==> src/rtl/mtpu_pkg.sv <==
`default_nettype none
// ============================================================================
// Module      : mtpu_pkg
// Description : Shared defaults and FSM state encoding for the skew buffer.
// Revision    : 1.0 - initial release
// ============================================================================
package mtpu_pkg;

    localparam int c_data_width_default = 8;

    typedef enum logic [0:0] {
        IDLE   = 1'b0,
        STREAM = 1'b1
    } state_t;

endpackage
`default_nettype wire

==> src/rtl/skew_buffer_if.sv <==
`default_nettype none
// ============================================================================
// Module      : skew_buffer_if
// Description : Write/clear/start handshake and skewed output beat bundle.
// Revision    : 1.0 - initial release
// ============================================================================
interface skew_buffer_if
    import mtpu_pkg::*;
#(
    parameter int DATA_WIDTH = c_data_width_default,
    parameter int LINES      = 4,
    parameter int DEPTH      = 4
);
    localparam int c_line_w = $clog2(LINES);
    localparam int c_elem_w = $clog2(DEPTH);

    logic                        wr_en;
    logic [c_line_w-1:0]         wr_line;
    logic [c_elem_w-1:0]         wr_elem;
    logic [DATA_WIDTH-1:0]       wr_data;
    logic                        clr;
    logic                        start;
    logic                        busy;
    logic                        done;
    logic                        wr_err;
    logic [LINES-1:0]            out_valid;
    logic [LINES*DATA_WIDTH-1:0] data_out;

    modport master (
        output wr_en, wr_line, wr_elem, wr_data, clr, start,
        input  busy, done, wr_err, out_valid, data_out
    );

    modport slave (
        input  wr_en, wr_line, wr_elem, wr_data, clr, start,
        output busy, done, wr_err, out_valid, data_out
    );

endinterface
`default_nettype wire

==> src/rtl/skew_ctrl.sv <==
`default_nettype none
// ============================================================================
// Module      : skew_ctrl
// Description : Stream FSM, step counter and per-line element index/valid.
// Revision    : 1.0 - initial release
// ============================================================================
module skew_ctrl
    import mtpu_pkg::*;
#(
    parameter int LINES = 4,
    parameter int DEPTH = 4
) (
    input  wire logic                             clk,
    input  wire logic                             rst_n,
    input  wire logic                             start,
    output logic                                  busy,
    output logic                                  last,
    output logic [LINES-1:0]                      lane_valid,
    output logic [LINES*$clog2(DEPTH)-1:0]        lane_elem
);
    localparam int c_steps  = DEPTH + LINES - 1;
    localparam int c_step_w = $clog2(c_steps);
    localparam int c_elem_w = $clog2(DEPTH);

    state_t              r_state;
    logic [c_step_w-1:0] r_step;

    assign busy = (r_state == STREAM);
    assign last = busy && (r_step == c_step_w'(c_steps - 1));

    always_ff @(posedge clk or negedge rst_n) begin
        if (!rst_n) begin
            r_state <= IDLE;
            r_step  <= '0;
        end else begin
            case (r_state)
                IDLE: begin
                    if (start) begin
                        r_state <= STREAM;
                        r_step  <= '0;
                    end
                end
                STREAM: begin
                    if (last) begin
                        r_step <= '0;
                        // A start alongside the final beat chains the next stream with no gap.
                        if (!start) begin
                            r_state <= IDLE;
                        end
                    end else begin
                        r_step <= r_step + 1'b1;
                    end
                end
                default: r_state <= IDLE;
            endcase
        end
    end

    for (genvar i = 0; i < LINES; i++) begin : g_lane
        assign lane_valid[i] = busy
                             && (int'(r_step) >= i)
                             && (int'(r_step) <  i + DEPTH);
        assign lane_elem[i*c_elem_w +: c_elem_w] = c_elem_w'(int'(r_step) - i);
    end

endmodule
`default_nettype wire

==> src/rtl/skew_buffer.sv <==
`default_nettype none
// ============================================================================
// Module      : skew_buffer
// Description : LINES x DEPTH cell array streamed out as a diagonal skewed beat.
// Revision    : 1.0 - initial release
// ============================================================================
module skew_buffer
    import mtpu_pkg::*;
#(
    parameter int DATA_WIDTH = c_data_width_default,
    parameter int LINES      = 4,
    parameter int DEPTH      = 4
) (
    input  wire logic    clk,
    input  wire logic    rst_n,
    skew_buffer_if.slave bus
);
    localparam int c_elem_w = $clog2(DEPTH);

    logic [DATA_WIDTH-1:0]       r_mem [LINES][DEPTH];
    logic [LINES-1:0]            r_out_valid;
    logic [LINES*DATA_WIDTH-1:0] r_data_out;
    logic                        r_done;
    logic                        r_wr_err;

    logic                        w_busy;
    logic                        w_last;
    logic [LINES-1:0]            w_lane_valid;
    logic [LINES*c_elem_w-1:0]   w_lane_elem;
    logic                        w_wr_ok;
    logic                        w_clr_ok;

    skew_ctrl #(
        .LINES (LINES),
        .DEPTH (DEPTH)
    ) u_ctrl (
        .clk        (clk),
        .rst_n      (rst_n),
        .start      (bus.start),
        .busy       (w_busy),
        .last       (w_last),
        .lane_valid (w_lane_valid),
        .lane_elem  (w_lane_elem)
    );

    // Out-of-range indices are silently dropped; only a busy array flags an error.
    assign w_wr_ok  = bus.wr_en && !w_busy
                   && (int'(bus.wr_line) < LINES)
                   && (int'(bus.wr_elem) < DEPTH);
    assign w_clr_ok = bus.clr && !w_busy;

    always_ff @(posedge clk or negedge rst_n) begin
        if (!rst_n) begin
            for (int l = 0; l < LINES; l++) begin
                for (int e = 0; e < DEPTH; e++) begin
                    r_mem[l][e] <= '0;
                end
            end
        end else begin
            if (w_clr_ok) begin
                for (int l = 0; l < LINES; l++) begin
                    for (int e = 0; e < DEPTH; e++) begin
                        r_mem[l][e] <= '0;
                    end
                end
            end
            if (w_wr_ok) begin
                r_mem[bus.wr_line][bus.wr_elem] <= bus.wr_data;
            end
        end
    end

    always_ff @(posedge clk or negedge rst_n) begin
        if (!rst_n) begin
            r_out_valid <= '0;
            r_data_out  <= '0;
            r_done      <= 1'b0;
            r_wr_err    <= 1'b0;
        end else begin
            r_out_valid <= w_lane_valid;
            r_done      <= w_last;
            r_wr_err    <= w_busy && (bus.wr_en || bus.clr);
            for (int i = 0; i < LINES; i++) begin
                if (w_lane_valid[i]) begin
                    r_data_out[i*DATA_WIDTH +: DATA_WIDTH] <= r_mem[i][w_lane_elem[i*c_elem_w +: c_elem_w]];
                end else begin
                    r_data_out[i*DATA_WIDTH +: DATA_WIDTH] <= '0;
                end
            end
        end
    end

    assign bus.busy      = w_busy;
    assign bus.done      = r_done;
    assign bus.wr_err    = r_wr_err;
    assign bus.out_valid = r_out_valid;
    assign bus.data_out  = r_data_out;

endmodule
`default_nettype wire

==> src/flat_wrapper.sv <==
// flat-port wrapper written by rule: the top's interface ports become plain ports
module skew_buffer_flat import mtpu_pkg::*;
#(
    parameter int DATA_WIDTH = c_data_width_default,
    parameter int LINES      = 4,
    parameter int DEPTH      = 4
)
  (clk, rst_n, bus_wr_en, bus_wr_line, bus_wr_elem, bus_wr_data, bus_clr, bus_start, bus_busy, bus_done, bus_wr_err, bus_out_valid, bus_data_out);
  skew_buffer_if #(.DATA_WIDTH(DATA_WIDTH), .LINES(LINES), .DEPTH(DEPTH)) bus_i ();
  input  wire logic clk;
  input  wire logic rst_n;
  input wire logic [$bits(bus_i.wr_en)-1:0] bus_wr_en;
  input wire logic [$bits(bus_i.wr_line)-1:0] bus_wr_line;
  input wire logic [$bits(bus_i.wr_elem)-1:0] bus_wr_elem;
  input wire logic [$bits(bus_i.wr_data)-1:0] bus_wr_data;
  input wire logic [$bits(bus_i.clr)-1:0] bus_clr;
  input wire logic [$bits(bus_i.start)-1:0] bus_start;
  output wire logic [$bits(bus_i.busy)-1:0] bus_busy;
  output wire logic [$bits(bus_i.done)-1:0] bus_done;
  output wire logic [$bits(bus_i.wr_err)-1:0] bus_wr_err;
  output wire logic [$bits(bus_i.out_valid)-1:0] bus_out_valid;
  output wire logic [$bits(bus_i.data_out)-1:0] bus_data_out;
  assign bus_i.wr_en = bus_wr_en;
  assign bus_i.wr_line = bus_wr_line;
  assign bus_i.wr_elem = bus_wr_elem;
  assign bus_i.wr_data = bus_wr_data;
  assign bus_i.clr = bus_clr;
  assign bus_i.start = bus_start;
  assign bus_busy = bus_i.busy;
  assign bus_done = bus_i.done;
  assign bus_wr_err = bus_i.wr_err;
  assign bus_out_valid = bus_i.out_valid;
  assign bus_data_out = bus_i.data_out;
  skew_buffer #(.DATA_WIDTH(DATA_WIDTH), .LINES(LINES), .DEPTH(DEPTH)) u_core (.clk(clk), .rst_n(rst_n), .bus(bus_i));
endmodule
==> config.mk <==
export PLATFORM = sky130hd
export DESIGN_NAME = skew_buffer_flat
export DESIGN_NICKNAME = d
export VERILOG_FILES = /design/src/rtl/mtpu_pkg.sv /design/src/rtl/skew_buffer_if.sv /design/src/rtl/skew_ctrl.sv /design/src/rtl/skew_buffer.sv /design/src/flat_wrapper.sv
export SDC_FILE = /design/constraint.sdc
export NUM_CORES = 1
export LEC_CHECK = 0
export BUFFER_PORTS_ARGS = -buffer_cell sky130_fd_sc_hd__buf_4
export CORE_MARGIN = 2
export CORE_UTILIZATION = 40
export DETAILED_ROUTE_END_ITERATION = 16
export PLACE_DENSITY = 0.69
export SLEW_MARGIN = 15
export SYNTH_ARGS = -nofsm -noshare
export SYNTH_HDL_FRONTEND = slang
export SYNTH_SLANG_ARGS = --single-unit
==> constraint.sdc <==
create_clock -name clk -period 4.9 [get_ports clk]
set_clock_uncertainty 0.1 [all_clocks]
set_input_delay 0.735 -clock clk [delete_from_list [all_inputs] [get_ports clk]]
set_output_delay 0.735 -clock clk [all_outputs]
set_load 0.1 [all_outputs]
==> impl_metrics.yaml <==
run_status:
  outcome: "completed"
routing:
  drt_iter0_drc: 830
  drt_wl_total_mm: 19.3
  avgViaCountPerCell: 5.78
  routed_wire_length_per_instance_um: 19.3
  drtPass1Iterations: 5
  postRouteAntennaNets: 0
  num_vias: 5795
  number_of_remaining_drc_errors: 0
yosys:
  sequential_element_share_of_the_synthesized_area_pct: 55.0
  syn_area_um2: 7740
  synth.lib_cells_used.distinct: 32
  synthesis.area_per_instance_um2: 10.8
  synthesized_instance_count: 718
  postSynthNetCount: 738
  synth-warning-count: 0
  ys_ff_latch: 170
global_routing:
  grt.overflow.total: 0
  antenna_violations_before_repair: 0
  first_pass_grt_wire_length_mm: 31.2
  grt.met3_usage_pct: 3.62
  grt.total_usage_pct: 19.9
  first_global_vias: 5594
  groute.layer.met1.usage_pct: 27.7
  maximum_number_of_pins_on_one_net_before_global_route_repair: 103
  grt_most_used_layer: "met2"
  gr-usage-met2_pct: 30.9
setup_path:
  worstReg2RegEnd: "u_core.r_mem[58]"
  worst-path-max-fanout: 102
  worstRegToRegCells: 4
  rr_startpoint: "u_core.u_ctrl.busy"
  worstSetupStartpointType: "flip-flop"
  regToRegSetupSlack_ps: 2160
  cp_data_required_time_ps: 5150
  critPathArrivalTime_ps: 2980
  timing.setup.critical_path_class: "flip-flop to flip-flop"
  timing.critical_path.from: "u_core.u_ctrl.busy"
  crit_path_end_kind: "flip-flop"
placement:
  portBuffers: 55
  preCtsSetupSlack_ps: 2130
  post_dp_cell_area_um2: 8230
  placed_cells: 972
  gp_congestion: 0.775
  hpwl_reported_at_the_end_of_detailed_placement_mm: 11.2
clock_network:
  later_pin_clock_latency_in_the_skew_report_ps: 430
  cts_max_level: 4
  worst_setup_hold_path_clk_slew_ps: 60
  ctsHoldBuffers: 0
  cts.repair_timing.setup_buffer_count: 0
  cts-root-buf: "sky130_fd_sc_hd__clkbuf_16"
  numClockSinks: 170
  cts_tree: "yes"
  cts_made_buffers: 17
  cts_repair_resize_count: 0
  max-clock-path-buffers: 2
die:
  floorplan.initialDensity_pct: 41.1
  die_height_um: 143
  die_area_um2: 20500
  std_cell_rows: 50
  ioPinCount: 56
  chipWidth_um: 143
  core_um2: 18800
pwr:
  vdd.ir_drop.worst_mv: 0.193
  pwr-share-seq_pct: 39.7
  power.share.clock_pct: 27.0
  power_switching_share_pct: 37.5
  p_comb_share_pct: 33.3
  power_leakage_nw: 4.09
  p_int_mw: 2.82
  p_per_area_nw_per_um2: 516
  power.net_switching_mw: 1.69
sta:
  tightestPinTransition_ps: 1160
  max_freq_mhz: 365
  final.period_utilization_pct: 55.9
  finalSetupTns_ps: 0
  relSlewSlack_pct: 22.7
  period_minus_slack_ps: 2740
  unrepaired_setup_endpoints_after_global_routing: "no"
  drv_slew: 0
  report.final.hold_viol_count: 0
  final_setup_viols: 0
  setup_ws_ps: 2160
finish:
  drive_above_1_share_pct: 22.4
  antennaDiodeCount: 0
  layout.cells.most_common: "sky130_fd_sc_hd__dfrtp_1"
  areaGrowthSynthToFinish_pct: 13.0
  final_core_util_pct: 46.4
  num-nets-final: 751
  layout.cells.most_common_list: "sky130_fd_sc_hd__dfrtp_1, sky130_fd_sc_hd__nand2_1, sky130_fd_sc_hd__nand3_1"
  final_cell_area_um2: 8750
  stdcell_count: 1002
flow_run:
  cap_violations: 0
worst_hold_path:
  hold_class: "input pin to asynchronous set/reset pin"
[metrics by stage]
stage	hold WS (ps)	total power, mW
6_report	275	4.51
5_1_grt	378	4.71
4_1_cts	327	4.53
3_5_place_dp	395	3.32
3_3_place_gp	386	3.30
2_1_floorplan	339	2.96
[per-layer routing]
metal	share of wire [%]	vias up
met5	0	-
met4	2.1	0
met3	6.6	35
met2	47	232
met1	44	2973
li1	-	2555
[cell type report]
type                       count  area, µm²
clock inverter                 3       15.0
tap                          260        325
fill                        1697      10100
sequential                   170       4260
multi-input combinational    463       3080
inverter                       8       30.0
clock buffer                  27        503
timing repair buffer          71        537
[power groups by stage]
stage	clock [mW]	sequential, mW	combinational (mW)
after global placement	0	1.80	1.49
after floorplan	0	2.19	0.769
after CTS	1.23	1.78	1.52
after global routing	1.28	1.81	1.61
after detailed placement	0	1.81	1.51
final	1.22	1.79	1.50
[synthesized netlist by cell type]
library cell | count | share of area, %
sky130_fd_sc_hd__and2_0 | 9 | 0.73
sky130_fd_sc_hd__nor2_1 | 2 | 0.097
sky130_fd_sc_hd__a32o_1 | 2 | 0.26
sky130_fd_sc_hd__clkbuf_1 | 29 | 1.4
sky130_fd_sc_hd__inv_1 | 8 | 0.39
sky130_fd_sc_hd__buf_4 | 5 | 0.48
sky130_fd_sc_hd__a22o_1 | 1 | 0.11
sky130_fd_sc_hd__nor4b_4 | 1 | 0.31
sky130_fd_sc_hd__nand3_2 | 1 | 0.13
sky130_fd_sc_hd__and4bb_1 | 2 | 0.32
sky130_fd_sc_hd__a21o_1 | 1 | 0.097
sky130_fd_sc_hd__ha_1 | 3 | 0.48
sky130_fd_sc_hd__o21a_1 | 1 | 0.097
sky130_fd_sc_hd__buf_1 | 1 | 0.048
sky130_fd_sc_hd__and4b_1 | 1 | 0.13
sky130_fd_sc_hd__nand3_1 | 98 | 6.3
sky130_fd_sc_hd__a211o_1 | 1 | 0.11
sky130_fd_sc_hd__or2_1 | 1 | 0.081
sky130_fd_sc_hd__dfrtp_1 | 170 | 55
sky130_fd_sc_hd__and3_1 | 48 | 3.9
sky130_fd_sc_hd__nor2b_1 | 20 | 1.6
sky130_fd_sc_hd__buf_2 | 37 | 2.4
sky130_fd_sc_hd__nand2b_1 | 1 | 0.081
sky130_fd_sc_hd__o21ai_1 | 10 | 0.65
sky130_fd_sc_hd__or4_1 | 1 | 0.097
sky130_fd_sc_hd__a31o_2 | 32 | 3.6
sky130_fd_sc_hd__nand2_1 | 103 | 5.0
sky130_fd_sc_hd__xor2_1 | 1 | 0.11
sky130_fd_sc_hd__mux4_2 | 32 | 9.3
sky130_fd_sc_hd__buf_6 | 5 | 0.73
sky130_fd_sc_hd__o21ai_0 | 87 | 5.6
sky130_fd_sc_hd__and2_1 | 4 | 0.32
[worst max path at each step]
stage / endpoint / slack (ps) / depth (start not counted)
floorplan: u_core.bus.data_out[14] / 2700 / 8
global placement: u_core.r_mem[76] / 2140 / 4
detailed placement: u_core.r_mem[118] / 2130 / 5
CTS: u_core.r_mem[58] / 2180 / 4
global route: u_core.r_mem[63] / 2000 / 4
finish: u_core.r_mem[58] / 2160 / 4
[kinds of logic after synthesis]
logic type / count (synthesis) / share of synthesized area [%]
AO/OA/AOI/OAI: 135 / 10.6
multiplexers: 32 / 9.31
AND/OR/NAND/NOR: 292 / 19.1
XOR/XNOR: 1 / 0.113
adder cells (fa/ha/maj): 3 / 0.485
buffers and inverters: 85 / 5.45
flip-flops: 170 / 55.0
[critical path, stage by stage (launching register included)]
cell and delay, ps:
sky130_fd_sc_hd__dfrtp_1 790, sky130_fd_sc_hd__nand2b_4 1030, sky130_fd_sc_hd__buf_4 450, sky130_fd_sc_hd__nand2_1 100
sky130_fd_sc_hd__o21ai_0 170
[sequential cells by signal, indices dropped and copies added (netlist names)]
signal                flops
u_core.r_mem            128
u_core.bus.data_out      32
u_core.bus.out_valid      4
u_core.u_ctrl.r_step      3
u_core.bus.done           1
u_core.bus.wr_err         1
u_core.u_ctrl.busy        1
Power figures use the tool's default switching activity.
